File: config.mk
export PLATFORM = sky130hd
export DESIGN_NAME = condlogic_it_flat
export DESIGN_NICKNAME = d
export VERILOG_FILES = /design/src/rtl/condlogic_it_if.sv /design/src/rtl/condlogic_it.sv /design/src/flat_wrapper.sv
export SDC_FILE = /design/constraint.sdc
export NUM_CORES = 1
export LEC_CHECK = 0
export ABC_AREA = 1
export BUFFER_PORTS_ARGS = -buffer_cell sky130_fd_sc_hd__buf_2
export CAP_MARGIN = 15
export CORE_MARGIN = 5
export CORE_UTILIZATION = 51
export DETAILED_ROUTE_END_ITERATION = 10
export PLACE_DENSITY_LB_ADDON = 0.25
export SLEW_MARGIN = 20
export SYNTH_ARGS = -nofsm -noshare
export SYNTH_HDL_FRONTEND = slang
export SYNTH_SLANG_ARGS = --single-unit
File: constraint.sdc
create_clock -name clk -period 3.4 [get_ports clk]
set_clock_uncertainty 0.2 [all_clocks]
set_input_delay 0.17 -clock clk [delete_from_list [all_inputs] [get_ports clk]]
set_output_delay 0.17 -clock clk [all_outputs]
set_load 0.01 [all_outputs]
File: src/rtl/condlogic_it_if.sv
// Execute-stage condition bus: unconditioned requests and flags in, gated requests
// and IT/flag status out.
interface condlogic_it_if #(
  parameter int LANES  = 1,
  parameter int IT_MAX = 4
);
  localparam int ITW = $clog2(IT_MAX + 1);

  logic                 StallE;
  logic                 FlushE;
  logic [3:0]           CondE;
  logic [1:0]           FlagWriteE;
  logic [4*LANES-1:0]   ALUFlagsE;
  logic                 RegWriteE;
  logic                 MemWriteE;
  logic                 PCSrcE;
  logic                 ItStartE;
  logic [3:0]           ItCondE;
  logic [IT_MAX-1:0]    ItMaskE;
  logic [ITW-1:0]       ItLenE;

  logic [LANES-1:0]     CondExE;
  logic [LANES-1:0]     RegWriteGE;
  logic                 MemWriteGE;
  logic                 PCSrcGE;
  logic [4*LANES-1:0]   FlagsQ;
  logic                 ItActive;
  logic [ITW-1:0]       ItRemaining;

  modport master (
    output StallE, FlushE, CondE, FlagWriteE, ALUFlagsE, RegWriteE, MemWriteE,
           PCSrcE, ItStartE, ItCondE, ItMaskE, ItLenE,
    input  CondExE, RegWriteGE, MemWriteGE, PCSrcGE, FlagsQ, ItActive, ItRemaining
  );

  modport slave (
    input  StallE, FlushE, CondE, FlagWriteE, ALUFlagsE, RegWriteE, MemWriteE,
           PCSrcE, ItStartE, ItCondE, ItMaskE, ItLenE,
    output CondExE, RegWriteGE, MemWriteGE, PCSrcGE, FlagsQ, ItActive, ItRemaining
  );
endinterface

File: src/rtl/condlogic_it.sv
// Execute-stage condition unit: per-lane NZCV registers, ARM condition evaluation,
// write/branch gating and an IT-block sequencer.
module condlogic_it #(
  parameter int LANES  = 1,
  parameter int IT_MAX = 4
) (
  input logic           clk,
  input logic           reset,
  condlogic_it_if.slave bus
);
  localparam int ITW = $clog2(IT_MAX + 1);

  logic [4*LANES-1:0] flags_q;
  logic [ITW-1:0]     it_count;
  logic [IT_MAX-1:0]  it_mask;
  logic [3:0]         it_cond;

  logic               it_active;
  logic               advance;
  logic [3:0]         cond_eff;
  logic [LANES-1:0]   cond_ex;
  logic [LANES-1:0]   reg_g;
  logic               mem_g;
  logic               pc_g;
  logic [ITW-1:0]     it_len_sat;

  // flags order {N,Z,C,V}
  function automatic logic cond_pass(input logic [3:0] c, input logic [3:0] f);
    logic n, z, cf, v;
    n  = f[3];
    z  = f[2];
    cf = f[1];
    v  = f[0];
    case (c)
      4'b0000: cond_pass = z;
      4'b0001: cond_pass = ~z;
      4'b0010: cond_pass = cf;
      4'b0011: cond_pass = ~cf;
      4'b0100: cond_pass = n;
      4'b0101: cond_pass = ~n;
      4'b0110: cond_pass = v;
      4'b0111: cond_pass = ~v;
      4'b1000: cond_pass = cf & ~z;
      4'b1001: cond_pass = ~cf | z;
      4'b1010: cond_pass = (n == v);
      4'b1011: cond_pass = (n != v);
      4'b1100: cond_pass = ~z & (n == v);
      4'b1101: cond_pass = z | (n != v);
      4'b1110: cond_pass = 1'b1;
      default: cond_pass = 1'b0;
    endcase
  endfunction

  always_comb begin
    it_active = |it_count;
    advance   = ~bus.StallE & ~bus.FlushE;
    cond_eff  = it_active ? (it_mask[0] ? it_cond : (it_cond ^ 4'b0001)) : bus.CondE;
    it_len_sat = (bus.ItLenE > ITW'(IT_MAX)) ? ITW'(IT_MAX) : bus.ItLenE;
    cond_ex   = '0;
    reg_g     = '0;
    // the IT instruction itself never writes or branches
    for (int unsigned l = 0; l < LANES; l++) begin
      cond_ex[l] = cond_pass(cond_eff, flags_q[4*l +: 4]);
      reg_g[l]   = bus.RegWriteE & cond_ex[l] & ~bus.FlushE & ~bus.ItStartE;
    end
    mem_g = bus.MemWriteE & cond_ex[0] & ~bus.FlushE & ~bus.ItStartE;
    pc_g  = bus.PCSrcE    & cond_ex[0] & ~bus.FlushE & ~bus.ItStartE;
  end

  always_ff @(posedge clk) begin
    if (reset) begin
      flags_q  <= '0;
      it_count <= '0;
      it_mask  <= '0;
      it_cond  <= '0;
    end else begin
      if (advance) begin
        for (int unsigned l = 0; l < LANES; l++) begin
          if (cond_ex[l]) begin
            if (bus.FlagWriteE[1]) flags_q[4*l+2 +: 2] <= bus.ALUFlagsE[4*l+2 +: 2];
            if (bus.FlagWriteE[0]) flags_q[4*l   +: 2] <= bus.ALUFlagsE[4*l   +: 2];
          end
        end
      end
      if (bus.FlushE) begin
        it_count <= '0;
        it_mask  <= '0;
      end else if (!bus.StallE) begin
        if (bus.ItStartE) begin
          it_cond  <= bus.ItCondE;
          it_mask  <= bus.ItMaskE;
          it_count <= it_len_sat;
        end else if (it_active && pc_g) begin
          it_count <= '0;
        end else if (it_active) begin
          it_count <= it_count - 1'b1;
          it_mask  <= it_mask >> 1;
        end
      end
    end
  end

  always_comb begin
    bus.CondExE     = cond_ex;
    bus.RegWriteGE  = reg_g;
    bus.MemWriteGE  = mem_g;
    bus.PCSrcGE     = pc_g;
    bus.FlagsQ      = flags_q;
    bus.ItActive    = it_active;
    bus.ItRemaining = it_count;
  end
endmodule

File: src/flat_wrapper.sv
// flat-port wrapper written by rule: the top's interface ports become plain ports
module condlogic_it_flat 
#(
  parameter int LANES  = 1,
  parameter int IT_MAX = 4
)
  (clk, reset, bus_StallE, bus_FlushE, bus_CondE, bus_FlagWriteE, bus_ALUFlagsE, bus_RegWriteE, bus_MemWriteE, bus_PCSrcE, bus_ItStartE, bus_ItCondE, bus_ItMaskE, bus_ItLenE, bus_CondExE, bus_RegWriteGE, bus_MemWriteGE, bus_PCSrcGE, bus_FlagsQ, bus_ItActive, bus_ItRemaining);
  condlogic_it_if #(.LANES(LANES), .IT_MAX(IT_MAX)) bus_i ();
  input logic clk;
  input logic reset;
  input wire logic [$bits(bus_i.StallE)-1:0] bus_StallE;
  input wire logic [$bits(bus_i.FlushE)-1:0] bus_FlushE;
  input wire logic [$bits(bus_i.CondE)-1:0] bus_CondE;
  input wire logic [$bits(bus_i.FlagWriteE)-1:0] bus_FlagWriteE;
  input wire logic [$bits(bus_i.ALUFlagsE)-1:0] bus_ALUFlagsE;
  input wire logic [$bits(bus_i.RegWriteE)-1:0] bus_RegWriteE;
  input wire logic [$bits(bus_i.MemWriteE)-1:0] bus_MemWriteE;
  input wire logic [$bits(bus_i.PCSrcE)-1:0] bus_PCSrcE;
  input wire logic [$bits(bus_i.ItStartE)-1:0] bus_ItStartE;
  input wire logic [$bits(bus_i.ItCondE)-1:0] bus_ItCondE;
  input wire logic [$bits(bus_i.ItMaskE)-1:0] bus_ItMaskE;
  input wire logic [$bits(bus_i.ItLenE)-1:0] bus_ItLenE;
  output wire logic [$bits(bus_i.CondExE)-1:0] bus_CondExE;
  output wire logic [$bits(bus_i.RegWriteGE)-1:0] bus_RegWriteGE;
  output wire logic [$bits(bus_i.MemWriteGE)-1:0] bus_MemWriteGE;
  output wire logic [$bits(bus_i.PCSrcGE)-1:0] bus_PCSrcGE;
  output wire logic [$bits(bus_i.FlagsQ)-1:0] bus_FlagsQ;
  output wire logic [$bits(bus_i.ItActive)-1:0] bus_ItActive;
  output wire logic [$bits(bus_i.ItRemaining)-1:0] bus_ItRemaining;
  assign bus_i.StallE = bus_StallE;
  assign bus_i.FlushE = bus_FlushE;
  assign bus_i.CondE = bus_CondE;
  assign bus_i.FlagWriteE = bus_FlagWriteE;
  assign bus_i.ALUFlagsE = bus_ALUFlagsE;
  assign bus_i.RegWriteE = bus_RegWriteE;
  assign bus_i.MemWriteE = bus_MemWriteE;
  assign bus_i.PCSrcE = bus_PCSrcE;
  assign bus_i.ItStartE = bus_ItStartE;
  assign bus_i.ItCondE = bus_ItCondE;
  assign bus_i.ItMaskE = bus_ItMaskE;
  assign bus_i.ItLenE = bus_ItLenE;
  assign bus_CondExE = bus_i.CondExE;
  assign bus_RegWriteGE = bus_i.RegWriteGE;
  assign bus_MemWriteGE = bus_i.MemWriteGE;
  assign bus_PCSrcGE = bus_i.PCSrcGE;
  assign bus_FlagsQ = bus_i.FlagsQ;
  assign bus_ItActive = bus_i.ItActive;
  assign bus_ItRemaining = bus_i.ItRemaining;
  condlogic_it #(.LANES(LANES), .IT_MAX(IT_MAX)) u_core (.clk(clk), .reset(reset), .bus(bus_i));
endmodule
# ---- Word-level counts from Yosys, hierarchy flattened
# Index checks and enable logic that the tools add are counted.
# W data, S select, Z words.
dict set report op_classes {
  n_addsub 1
  order_cmp 1
  n_eq_ne 17
  n_mux 10
  n_bitwise 22
  reduce_logical 11
}
# operator count
set op_table {}
lappend op_table {{$eq A4 B4 Y1 const B} 7}
lappend op_table {{$eq A4 B3 Y1 const B} 4}
lappend op_table {{$mux W4} 4}
lappend op_table {{$pmux W1 S15} 1}
lappend op_table {{$and A1 B1 Y1} 12}
lappend op_table {{$mux W3} 4}
lappend op_table {{$reduce_and A3 Y1} 4}
lappend op_table {{$eq A4 B2 Y1 const B} 2}
lappend op_table {{$not A1 Y1} 8}
lappend op_table {{$eq A4 B1 Y1 const B} 1}
lappend op_table {{$logic_not A4 Y1} 1}
lappend op_table {{$gt A3 B3 Y1 const B} 1}
lappend op_table {{$reduce_bool A3 Y1} 1}
lappend op_table {{$reduce_or A3 Y1} 1}
lappend op_table {{$sub A3 B1 Y3 const B} 1}
lappend op_table {{$ne A2 B2 Y1 const B} 1}
lappend op_table {{$or A1 B1 Y1} 2}
lappend op_table {{$reduce_and A2 Y1} 1}
lappend op_table {{$reduce_bool A2 Y1} 1}
lappend op_table {{$reduce_or A2 Y1} 1}
lappend op_table {{$eq A1 B1 Y1} 1}
lappend op_table {{$logic_and A1 B1 Y1} 1}
lappend op_table {{$mux W1} 1}
lappend op_table {{$ne A1 B1 Y1} 1}
dict set report totals {
  reg_bits 15
  out_inout_bits 12
  wordCells 67
}

# ---- Logic depth before layout (Yosys ltp)
# Gate-level depths: netlist (run 1).
dict set report depth {
  word_depth 11
  depth_mapped 18
  ltp_nobuf 18
}

# ---- Worst setup path after synthesis (run 1)
# OpenSTA, ideal clock, no wires.
dict set report synth_path {
  kind {register to register}
  from {reg u_core.it_count[0], in the netlist u_core.bus.ItRemaining[0]}
  to {reg u_core.it_mask[3]}
  t_arrival_ns 1.850
  required_time_ns 3.086
  setup_slack_ns 1.236
  path_stages_with_launch 19
  cell_sequence {dfxtp_1 -> inv_1 -> ha_1 -> nand2_4 -> nand2_1 -> nand2_2 -> inv_2 -> nor2_2 -> nand2_1 -> nand2_1 -> clkinv_1 -> nand2_1 -> nand2_1 -> nand2_4 -> nand3_4 -> nand2_4 -> nand2_1 -> nand2_1 -> nor2_1}
}
dict set report synth_between {
  elab_chain_cells 10
  elab_cells_between_ends 25
  cone_classes {eq/ne: 15; mux: 2; bitwise: 3; reduce/logical: 5}
}
# item line_no
set synth_rtl {}
lappend synth_rtl {{start, declared} condlogic_it.sv:14} ;# logic [ITW-1:0] it_count;
lappend synth_rtl {{start signal, assigned} condlogic_it.sv:92} ;# it_count <= it_len_sat;
lappend synth_rtl {{start signal, assigned} condlogic_it.sv:96} ;# it_count <= it_count - 1'b1;
lappend synth_rtl {{$reduce_or A3 Y1 (*)} condlogic_it.sv:55} ;# it_active = |it_count;
lappend synth_rtl {{net bus_ItActive} flat_wrapper.sv:28} ;# output wire logic [$bits(bus_i.ItActive)-1:0] bus_ItActive;
lappend synth_rtl {{$mux W4 (*)} condlogic_it.sv:57} ;# cond_eff = it_active ? (it_mask[0] ? it_cond : (it_cond ^ 4'b0001)) : bus.CondE;
lappend synth_rtl {{$eq A4 B4 Y1, or another cell as far along} condlogic_it.sv:34} ;# case (c)
lappend synth_rtl {{$pmux W1 S15 (*)} condlogic_it.sv:34}
lappend synth_rtl {{net bus_CondExE} flat_wrapper.sv:23} ;# output wire logic [$bits(bus_i.CondExE)-1:0] bus_CondExE;
lappend synth_rtl {{$and A1 B1 Y1 (*) (3 in a row)} condlogic_it.sv:67} ;# pc_g = bus.PCSrcE & cond_ex[0] & ~bus.FlushE & ~bus.ItStartE;
lappend synth_rtl {{$logic_and A1 B1 Y1 (*)} condlogic_it.sv:93} ;# end else if (it_active && pc_g) begin
lappend synth_rtl {{$ne A2 B2 Y1 (no line) (*)} --}
lappend synth_rtl {{$reduce_and A3 Y1 (no line) (*)} --}
lappend synth_rtl {{end signal, assigned} condlogic_it.sv:91} ;# it_mask <= bus.ItMaskE;
lappend synth_rtl {{end signal, assigned} condlogic_it.sv:97} ;# it_mask <= it_mask >> 1;
lappend synth_rtl {{end, declared} condlogic_it.sv:15} ;# logic [IT_MAX-1:0] it_mask;
# Mark *: on every way through the listed nets, which the timed path passes. The rest lies on a longest branch.
# A chain may end at the register's enable or synchronous reset.

# ---- Final worst setup path (run 1)
dict set report layout_path {
  from {reg u_core.it_count[0], in the netlist u_core.bus.ItRemaining[0]}
  to {out bus_MemWriteGE}
}
dict set report layout_between {
  elab_chain_cells 7
  elab_cells_between_ends 21
  cone_classes {eq/ne: 14; mux: 2; bitwise: 3; reduce/logical: 2}
}
# item line_no
set layout_rtl {}
lappend layout_rtl {{$reduce_or A3 Y1 (*)} condlogic_it.sv:55}
lappend layout_rtl {{$mux W4 (*)} condlogic_it.sv:57}
lappend layout_rtl {{$eq A4 B4 Y1, or another cell as far along} condlogic_it.sv:34}
lappend layout_rtl {{$pmux W1 S15 (*)} condlogic_it.sv:34}
lappend layout_rtl {{$and A1 B1 Y1 (*) (3 in a row)} condlogic_it.sv:66} ;# mem_g = bus.MemWriteE & cond_ex[0] & ~bus.FlushE & ~bus.ItStartE;
lappend layout_rtl {{end, declared} flat_wrapper.sv:25} ;# output wire logic [$bits(bus_i.MemWriteGE)-1:0] bus_MemWriteGE;
# Mark *: on every way between the ends. The rest lies on a longest branch, timed or not.

==> impl_metrics.env, run 1 <==
export IMPL_fin_crit_sh=0.752
export IMPL_clock_latency_ps=290
export IMPL_ys_top_cells_by_count="nand2_1 (45), nor2_1 (34), inv_1 (19), nand3_1 (19), dfxtp_1 (15)"
export IMPL_syn_num_nets=209
export IMPL_syn2layout_area_growth_pct=32.7
export IMPL_start_util=0.540
export IMPL_syn_area_sq_um=1060
export IMPL_drt_wirelength_per_cell_um=10.6
export IMPL_yosys_warnings=0
export IMPL_min_to="u_core.it_mask[2]"
export IMPL_vias=1232
export IMPL_ys_ff_latch=15
export IMPL_crit_fanout=8
export IMPL_setup_violations=0
export IMPL_core_sq_um=1960
export IMPL_critPathRequiredTime_ps=3030
export IMPL_rows=16
export IMPL_synth_edf_count=0
export IMPL_antenna_found_initial=0
export IMPL_drt_wl_total_mm=2.72
export IMPL_cap_violations=0
export IMPL_crit_chain="inv_1, ha_1, nand2_4, nand2_1, nand2_2, inv_2, nor2_2, nand2_1, nand2_1, clkinv_1, nand2_1, nand2_1, nand2_4, nand2_1, nor2_1, buf_2"
export IMPL_finalHoldViolations=0
export IMPL_grt_first_pass_wirelength_mm=4.95
export IMPL_fin_nets=261
export IMPL_rr_worst_depth=18
export IMPL_fin_setup_tns_ps=0
export IMPL_cts_hold_buf=8
export IMPL_netlist_area_leader_share=0.284
export IMPL_place_congestion=0.834
export IMPL_worstMarginPinSlew_ps=326
export IMPL_status="complete, no violations"
export IMPL_slew_viol_final=0
export IMPL_cp_slowest_stage_delay_ps=380
export IMPL_synthesis_instances=178
export IMPL_rsz0062_at_grt="false"
export IMPL_cp_arrival_ps=2190
export IMPL_power_density_nw_per_um2=340
export IMPL_io_buffers=40
export IMPL_clockRootBuffer="clkbuf_4"
export IMPL_dr_pass1_iters=4
export IMPL_initialDrtViolationCount=40
export IMPL_fillers=193
export IMPL_min_from="bus_FlushE"
export IMPL_grt_pass1_vias=1250
export IMPL_dieArea_sq_um=3090
export IMPL_start_kind="flip-flop"
export IMPL_grt_use_total=0.189
export IMPL_yosys_cell_types_count=22
export IMPL_crit_path_top_delay_cell="dfxtp_1"
export IMPL_numClockSinks=15
export IMPL_pin_count=41
export IMPL_fmax_mhz=391
export IMPL_final_layout_size_suffix_gt1_frac=0.249
export IMPL_hold_class="in -> reg"
export IMPL_ys_async_sr_fraction=0
export IMPL_timing_rr_start="u_core.bus.ItRemaining[0]"
export IMPL_drc_errors=0
export IMPL_post_cts_resized=0
export IMPL_ys_seq_area_frac=0.284
export IMPL_p_leak_nw=0.715
export IMPL_end_kind="primary output"
export IMPL_diodes=0
export IMPL_yosys_top_cells_area="dfxtp_1 (28%), nand2_1 (16%), nor2_1 (12%)"
export IMPL_clk_path_buf_depth=2
export IMPL_clk_pin_slew_ps=100
export IMPL_yosys_area_top_type="dfxtp_1"
export IMPL_die_x_um=55.6
export IMPL_grt_max_degree=16
export IMPL_cts_setup_buffers=0
export IMPL_r2r_slack_ps=1100
export IMPL_r2r_end="u_core.it_mask[3]"
export IMPL_relSlewSlack=0.783
export IMPL_hold_path_cell_count=4
export IMPL_min_period_ps=2560
export IMPL_synth_most_common_cell="nand2_1"
export IMPL_synth_ff_type="dfxtp_1"
export IMPL_cts_buffers=3
export IMPL_final_area_sq_um=1410
export IMPL_critPathKind="reg -> out"
export IMPL_dpl_cell_area_sq_um=1280
export IMPL_cts_max_level=1
export IMPL_place_hpwl_mm=2.20
export IMPL_vias_per_cell=4.81
export IMPL_vdd_ir_drop_max_uv=249
export IMPL_total_power_uw=477
export IMPL_postRouteAntennaNets=0
export IMPL_avgSynthCellArea_sq_um=5.95
export IMPL_cpMostUsedCell="nand2_1"
export IMPL_grt_overflow=0
export IMPL_cts_tree="yes"
export IMPL_die_h_um=55.6
-- how the worst max path moves through the flow --
stage,endpoint,slack [ps],cells past startpoint,startpoint
floorplan,u_core.it_mask[3],1240,18,u_core.bus.ItRemaining[0]
global placement,u_core.it_mask[3],1190,18,u_core.bus.ItRemaining[0]
detailed placement,u_core.it_mask[1],1100,15,u_core.bus.ItRemaining[0]
CTS,bus_MemWriteGE,830,16,u_core.bus.ItRemaining[0]
global route,bus_RegWriteGE,600,16,u_core.bus.ItRemaining[0]
finish,bus_MemWriteGE,840,16,u_core.bus.ItRemaining[0]
-- sequential cells by signal, indices dropped and copies added, names as in the netlist --
| name | flops |
|---|---|
| u_core.bus.ItRemaining | 3 |
| u_core.it_mask | 4 |
| u_core.it_cond | 4 |
| u_core.bus.FlagsQ | 4 |
-- layer usage --
layer,wire length (um),track usage,up-vias
met2,1430,0.365,35
met4,11,0.0556,0
met1,1130,0.197,531
met3,142,0.0490,2
li1,-,-,664
met5,0,0,-
-- worst max-delay path: cells and delay by family (launching register included) --
kind	cells	cell delay, ps
simple gates	11	930
flops	1	380
fa+ha+maj	1	270
buf+inv	4	310
-- placed cells by master, fill, tap and decap left out --
master,count
nor2_2,2
or2_1,1
buf_2,40
nand2_1,45
inv_2,2
dlygate4sd3_1,9
nand3_1,19
mux2_2,1
nand2_4,3
o21ai_1,5
dfxtp_1,15
clkinvlp_4,1
nand2_2,3
ha_1,2
a21boi_0,1
clkinv_1,3
nand3_2,1
nand3_4,1
o21a_1,1
a21oi_1,6
xnor2_1,1
o21ai_0,11
nor2_1,34
clkbuf_4,3
inv_1,19
-- cell type report --
type | instances | area [sq um] | share of cell area
Multi-Input combinational cell | 137 | 661 | 0.470
Sequential cell | 15 | 300 | 0.214
Timing Repair Buffer | 49 | 290 | 0.207
Inverter | 24 | 90.1 | 0.0641
Tap cell | 27 | 33.8 | 0.0240
Clock buffer | 3 | 22.5 | 0.0160
Clock inverter | 1 | 7.51 | 0.00534
-- where the power goes --
| part | internal (mW) | switching [mW] | leakage (nW) |
|---|---|---|---|
| logic | 0.0733 | 0.106 | 0.578 |
| registers | 0.185 | 0.00786 | 0.122 |
| clock network | 0.0447 | 0.0606 | 0.0139 |
| total | 0.303 | 0.174 | 0.715 |
-- stage by stage --
stage | util | hold WS [ps] | instances | setup slack [ps]
5_1_grt | 0.716 | 16.8 | 256 | 597
3_5_place_dp | 0.655 | 211 | 243 | 1100
2_1_floorplan | - | 117 | 178 | 1240
6_report | 0.716 | 3.19 | 256 | 842
3_3_place_gp | 0.655 | 204 | 243 | 1190
4_1_cts | 0.711 | 1.76 | 255 | 834
-- logic make-up (layout without fill, tap and decap cells) --
logic type | after synthesis | in the layout | synth area share
XOR/XNOR | 1 | 1 | 0.00828
buffers and inverters | 26 | 77 | 0.0922
multiplexers | 1 | 1 | 0.0106
AND/OR/NAND/NOR | 109 | 109 | 0.463
AO/OA/AOI/OAI | 24 | 24 | 0.118
adder cells (fa/ha/maj) | 2 | 2 | 0.0236
flip-flops | 15 | 15 | 0.284
Note: power is estimated with default switching activity, not from simulation.
==> run 2, diff against run 1 <==
CORE_UTILIZATION = 48   (was 51)
clock period = 2.62 ns   (was 3.4 ns; I/O delays follow)
==> impl_metrics.env, run 2 (synthesis results as in run 1) <==
export IMPL_vias=1254
export IMPL_diodes=0
export IMPL_postRouteAntennaNets=0
export IMPL_drc_errors=0
export IMPL_clockRootBuffer="clkbuf_4"
export IMPL_vias_per_cell=4.79
export IMPL_grt_use_total=0.183
export IMPL_die_h_um=57.0
export IMPL_pin_count=41
export IMPL_grt_first_pass_wirelength_mm=4.71
export IMPL_final_common_cell="nand2_1"
export IMPL_rows=17
export IMPL_layout_cells_non_filler=262
export IMPL_dp_cells=244
export IMPL_fmax_mhz=417
export IMPL_drt_wl_total_mm=2.92
export IMPL_cp_arrival_ps=2070
export IMPL_relSlewSlack=0.772
export IMPL_fillers=204
export IMPL_setup_violations=0
export IMPL_grt_pass1_vias=1132
export IMPL_r2r_slack_ps=310
export IMPL_grt_overflow=0
export IMPL_min_period_ps=2400
export IMPL_dr_pass1_iters=4
export IMPL_fin_crit_sh=0.915
export IMPL_critPathRequiredTime_ps=2290
export IMPL_grt_max_degree=16
export IMPL_power_density_nw_per_um2=436
export IMPL_initialDrtViolationCount=24
export IMPL_end_kind="primary output"
export IMPL_hold_class="in -> reg"
export IMPL_place_hpwl_mm=2.23
export IMPL_finalHoldViolations=0
export IMPL_start_kind="flip-flop"
export IMPL_core_sq_um=2150
export IMPL_dieArea_sq_um=3240
export IMPL_clock_latency_ps=280
export IMPL_cts_buffers=3
export IMPL_crit_fanout=8
export IMPL_clk_pin_slew_ps=90
export IMPL_syn2layout_area_growth_pct=38.3
export IMPL_fin_util=0.681
export IMPL_critPathKind="reg -> out"
export IMPL_slew_viol_final=0
export IMPL_status="complete, no violations"
export IMPL_final_cell_mix="nand2_1 (44), buf_2 (40), nor2_1 (34), inv_1 (19), nand3_1 (19)"
export IMPL_cap_violations=0
export IMPL_fin_nets=266
export IMPL_fin_setup_tns_ps=0
export IMPL_final_layout_size_suffix_gt1_frac=0.261
export IMPL_die_x_um=57.0
export IMPL_start_util=0.493
export IMPL_numClockSinks=15
export IMPL_p_leak_nw=0.741
export IMPL_drt_wirelength_per_cell_um=11.2
export IMPL_worstMarginPinSlew_ps=341
export IMPL_cts_tree="yes"
export IMPL_io_buffers=40
export IMPL_antenna_found_initial=0
export IMPL_place_congestion=0.843
export IMPL_cts_max_level=1
export IMPL_vdd_ir_drop_max_uv=457
export IMPL_clk_path_buf_depth=2
run 2: final cells by class:
cell class | count | area [sq um] | area share
flip-flops and latches | 15 | 302 | 0.206
clock buffers | 4 | 26.3 | 0.0179
well taps | 28 | 35.0 | 0.0239
multi-input cells | 137 | 676 | 0.462
inverters | 24 | 90.1 | 0.0615
repair buffers | 54 | 335 | 0.229
run 2: where the power goes:
group	internal, mW	switching [mW]	total (mW)
logic	0.113	0.146	0.258
registers	0.241	0.0104	0.251
clock network	0.0590	0.0703	0.129
run 2: stage by stage:
step	area, sq um	setup slack (ps)	hold slack, ps	total power, mW
3_5_place_dp	1290	299	179	0.479
3_3_place_gp	1290	388	169	0.473
4_1_cts	1430	57.9	6.82	0.622
5_1_grt	1460	-0.192	45.3	0.688
2_1_floorplan	1060	456	78.4	0.412
6_report	1460	222	13.0	0.639
run 2: worst paths after layout:
kind | start | end | depth (start not counted)
hold / removal | bus_ItMaskE[2] | u_core.it_mask[2] | 5
setup / recovery | u_core.bus.ItRemaining[0] | bus_MemWriteGE | 16
hold reg to reg | u_core.it_mask[2] | u_core.it_mask[2] | 2
setup reg to reg | u_core.bus.ItRemaining[0] | u_core.bus.FlagsQ[0] | 18
run 2: repair_timing:
item,in CTS,in global routing
setup endpoints to repair,0,3
buffers inserted,0,2
endpoints found under the hold margin,13,0
hold buffers,12,0
gates resized for setup,0,4
run 2: critical path, stage by stage, from the launching register on:
cell and delay, ps:
dfxtp_2 350, inv_1 90, ha_4 190, nand2_4 110, nand2_1 80, nand2_2 100
inv_2 50, nor2_2 90, nand2_1 70, nand2_1 70, clkinv_1 60, nand2_1 60
nand2_1 90, nand2_4 110, nand2_1 60, nor2_1 80, buf_2 130
run 2: routing by layer:
layer | vias up | wire length [um] | GRT usage
met3 | 2 | 130 | 0.0294
li1 | 669 | - | -
met5 | - | 0 | 0
met2 | 25 | 1490 | 0.328
met4 | 0 | 23 | 0.0596
met1 | 558 | 1280 | 0.221
==> run 3, diff against run 2 <==
--- a/config.mk
+++ b/config.mk
@@ -11,4 +11,5 @@
 export CORE_MARGIN = 5
 export CORE_UTILIZATION = 48
+export CTS_BUF_LIST = sky130_fd_sc_hd__clkbuf_4 sky130_fd_sc_hd__clkbuf_8 sky130_fd_sc_hd__clkbuf_16
 export DETAILED_ROUTE_END_ITERATION = 10
 export PLACE_DENSITY_LB_ADDON = 0.25
--- a/constraint.sdc
+++ b/constraint.sdc
@@ -3,3 +3,3 @@
 set_input_delay 0.131 -clock clk [delete_from_list [all_inputs] [get_ports clk]]
 set_output_delay 0.131 -clock clk [all_outputs]
-set_load 0.01 [all_outputs]
+set_load 0.02 [all_outputs]
==> impl_metrics.env, run 3 (synthesis results as in run 1) <==
export IMPL_status="complete, no violations"
export IMPL_drc_errors=0
export IMPL_syn2layout_area_growth_pct=41.3
export IMPL_path_buf_inv=3
export IMPL_grt_first_pass_wirelength_mm=4.72
export IMPL_finalHoldViolations=0
export IMPL_final_layout_size_suffix_gt1_frac=0.277
export IMPL_clock_latency_ps=280
export IMPL_fin_util=0.696
export IMPL_min_period_ps=2400
export IMPL_power_density_nw_per_um2=447
export IMPL_p_int_uw=427
export IMPL_place_congestion=0.843
export IMPL_rows=17
export IMPL_grt_overflow=0
export IMPL_io_buffers=40
export IMPL_dieArea_sq_um=3240
export IMPL_p_switching_uw=241
export IMPL_relSlewSlack=0.771
export IMPL_setup_ws_ps=219
export IMPL_worstMarginPinSlew_ps=343
export IMPL_clk_pin_slew_ps=90
export IMPL_fin_crit_sh=0.916
export IMPL_cp_slowest_stage_delay_ps=340
export IMPL_fmax_mhz=416
export IMPL_setup_violations=0
export IMPL_cts_buffers=3
export IMPL_pin_count=41
export IMPL_hold_class="in -> reg"
export IMPL_diodes=0
export IMPL_vdd_ir_drop_max_uv=450
export IMPL_postRouteAntennaNets=0
export IMPL_fin_nets=267
export IMPL_clockRootBuffer="clkbuf_4"
export IMPL_timing_rr_start="u_core.bus.ItRemaining[0]"
export IMPL_crit_fanout=8
export IMPL_critPathRequiredTime_ps=2290
export IMPL_start_kind="flip-flop"
export IMPL_p_leak_nw=0.754
export IMPL_min_from="bus_ItMaskE[2]"
export IMPL_crit_path_top_delay_cell="dfxtp_2"
export IMPL_grt_max_degree=16
export IMPL_numClockSinks=15
export IMPL_initialDrtViolationCount=42
export IMPL_cpLargestDelayFamily="simple AND/OR/NAND/NOR gates"
export IMPL_final_cell_mix="nand2_1 (43), buf_2 (39), nor2_1 (34), inv_1 (19), nand3_1 (19)"
export IMPL_p_comb_frac=0.417
export IMPL_cpMostUsedCell="nand2_1"
export IMPL_dr_pass1_iters=4
export IMPL_vias_per_cell=4.87
export IMPL_crit_chain="inv_1, ha_4, nand2_8, nand2_2, nand2_2, nor2_1, nand3_1, nand2_1, clkinv_1, nand2_1, nand2_1, nand2_4, nand2_1, nor2_1, buf_4"
export IMPL_die_x_um=57.0
export IMPL_r2r_end="u_core.bus.FlagsQ[0]"
export IMPL_core_sq_um=2150
export IMPL_start_util=0.493
export IMPL_worstSetupStartpoint="u_core.bus.ItRemaining[0]"
export IMPL_layout_cells_non_filler=263
export IMPL_pre_cts_slack_ps=299
export IMPL_grt_pass1_vias=1141
export IMPL_p_seq_frac=0.376
export IMPL_rr_worst_depth=14
export IMPL_p_sw_frac=0.361
export IMPL_cts_tree="yes"
export IMPL_cp_arrival_ps=2070
export IMPL_drt_wirelength_per_cell_um=11.2
export IMPL_worst_path_stages=15
export IMPL_clk_path_buf_depth=2
export IMPL_dp_cells=244
export IMPL_vias=1282
export IMPL_pwr_share_clk=0.207
export IMPL_drt_wl_total_mm=2.94
export IMPL_slew_viol_final=0
export IMPL_critPathKind="reg -> out"
export IMPL_cts_max_level=1
export IMPL_fin_setup_tns_ps=0
export IMPL_place_hpwl_mm=2.23
export IMPL_r2r_slack_ps=330
export IMPL_final_common_cell="nand2_1"
export IMPL_grt_use_total=0.183
export IMPL_antenna_found_initial=0
export IMPL_die_h_um=57.0
export IMPL_end_kind="primary output"
export IMPL_cp_endpoint="bus_MemWriteGE"
export IMPL_total_power_uw=668
export IMPL_cap_violations=0
[run 3: cell types whose count changed in the layout (fill, tap and decap cells not counted)]
cell and delta:
nand2_2 +1, nand2_4 -1, buf_2 -1, clkbuf_4 +1, buf_4 +2, nand2_8 +1
dfxtp_2 +1, clkbuf_1 -1, nor2_4 +1, nand2_1 -1, dfxtp_1 -1, nor2_2 -1
[run 3: cell type report]
cell class | count | area, sq um
Inverter | 24 | 90.1
Multi-Input combinational cell | 137 | 692
Timing Repair Buffer | 55 | 345
Clock buffer | 4 | 30.0
Tap cell | 28 | 35.0
Fill cell | 190 | 653
Sequential cell | 15 | 303
[run 3: tightest hold or removal path, stage by stage]
cell	delay (ps)
buf_2	80
a21oi_1	50
nand3_1	70
nand2_1	50
nor2_1	70
[run 3: layer usage]
metal | up-vias | global-route usage | routed length (um)
li1 | 674 | - | -
met5 | - | 0 | 0
met2 | 40 | 0.331 | 1490
met1 | 564 | 0.220 | 1230
met3 | 4 | 0.0294 | 172
met4 | 0 | 0.0596 | 44
[run 3: per-stage QoR]
step	hold slack, ps	cell area (sq um)
3_5_place_dp	179	1290
6_report	16.5	1500
4_1_cts	6.82	1440
2_1_floorplan	78.4	1060
3_3_place_gp	169	1290
5_1_grt	45.3	1500
[run 3: worst min path at each step]
stage	depth (start not counted)	to
final	5	u_core.it_mask[2]
after global routing	4	u_core.bus.ItRemaining[2]
after detailed placement	3	u_core.bus.FlagsQ[0]
after CTS	5	u_core.it_mask[2]
after global placement	3	u_core.bus.FlagsQ[1]
after floorplan	2	u_core.bus.FlagsQ[0]
[run 3: power by group through the flow]
stage	Combinational, mW	Clock (mW)	Sequential [mW]
6_report	0.278	0.139	0.251
2_1_floorplan	0.163	0	0.262
5_1_grt	0.311	0.155	0.253
3_5_place_dp	0.236	0	0.256
3_3_place_gp	0.230	0	0.256
4_1_cts	0.251	0.144	0.251
[run 3: timing repair]
item                                    in CTS  in global routing
endpoints found under the setup margin       0                  4
gates resized for setup                      0                  9
setup buffers                                0                  3
hold buffers                                12                  0
hold endpoints to repair                    13                  0
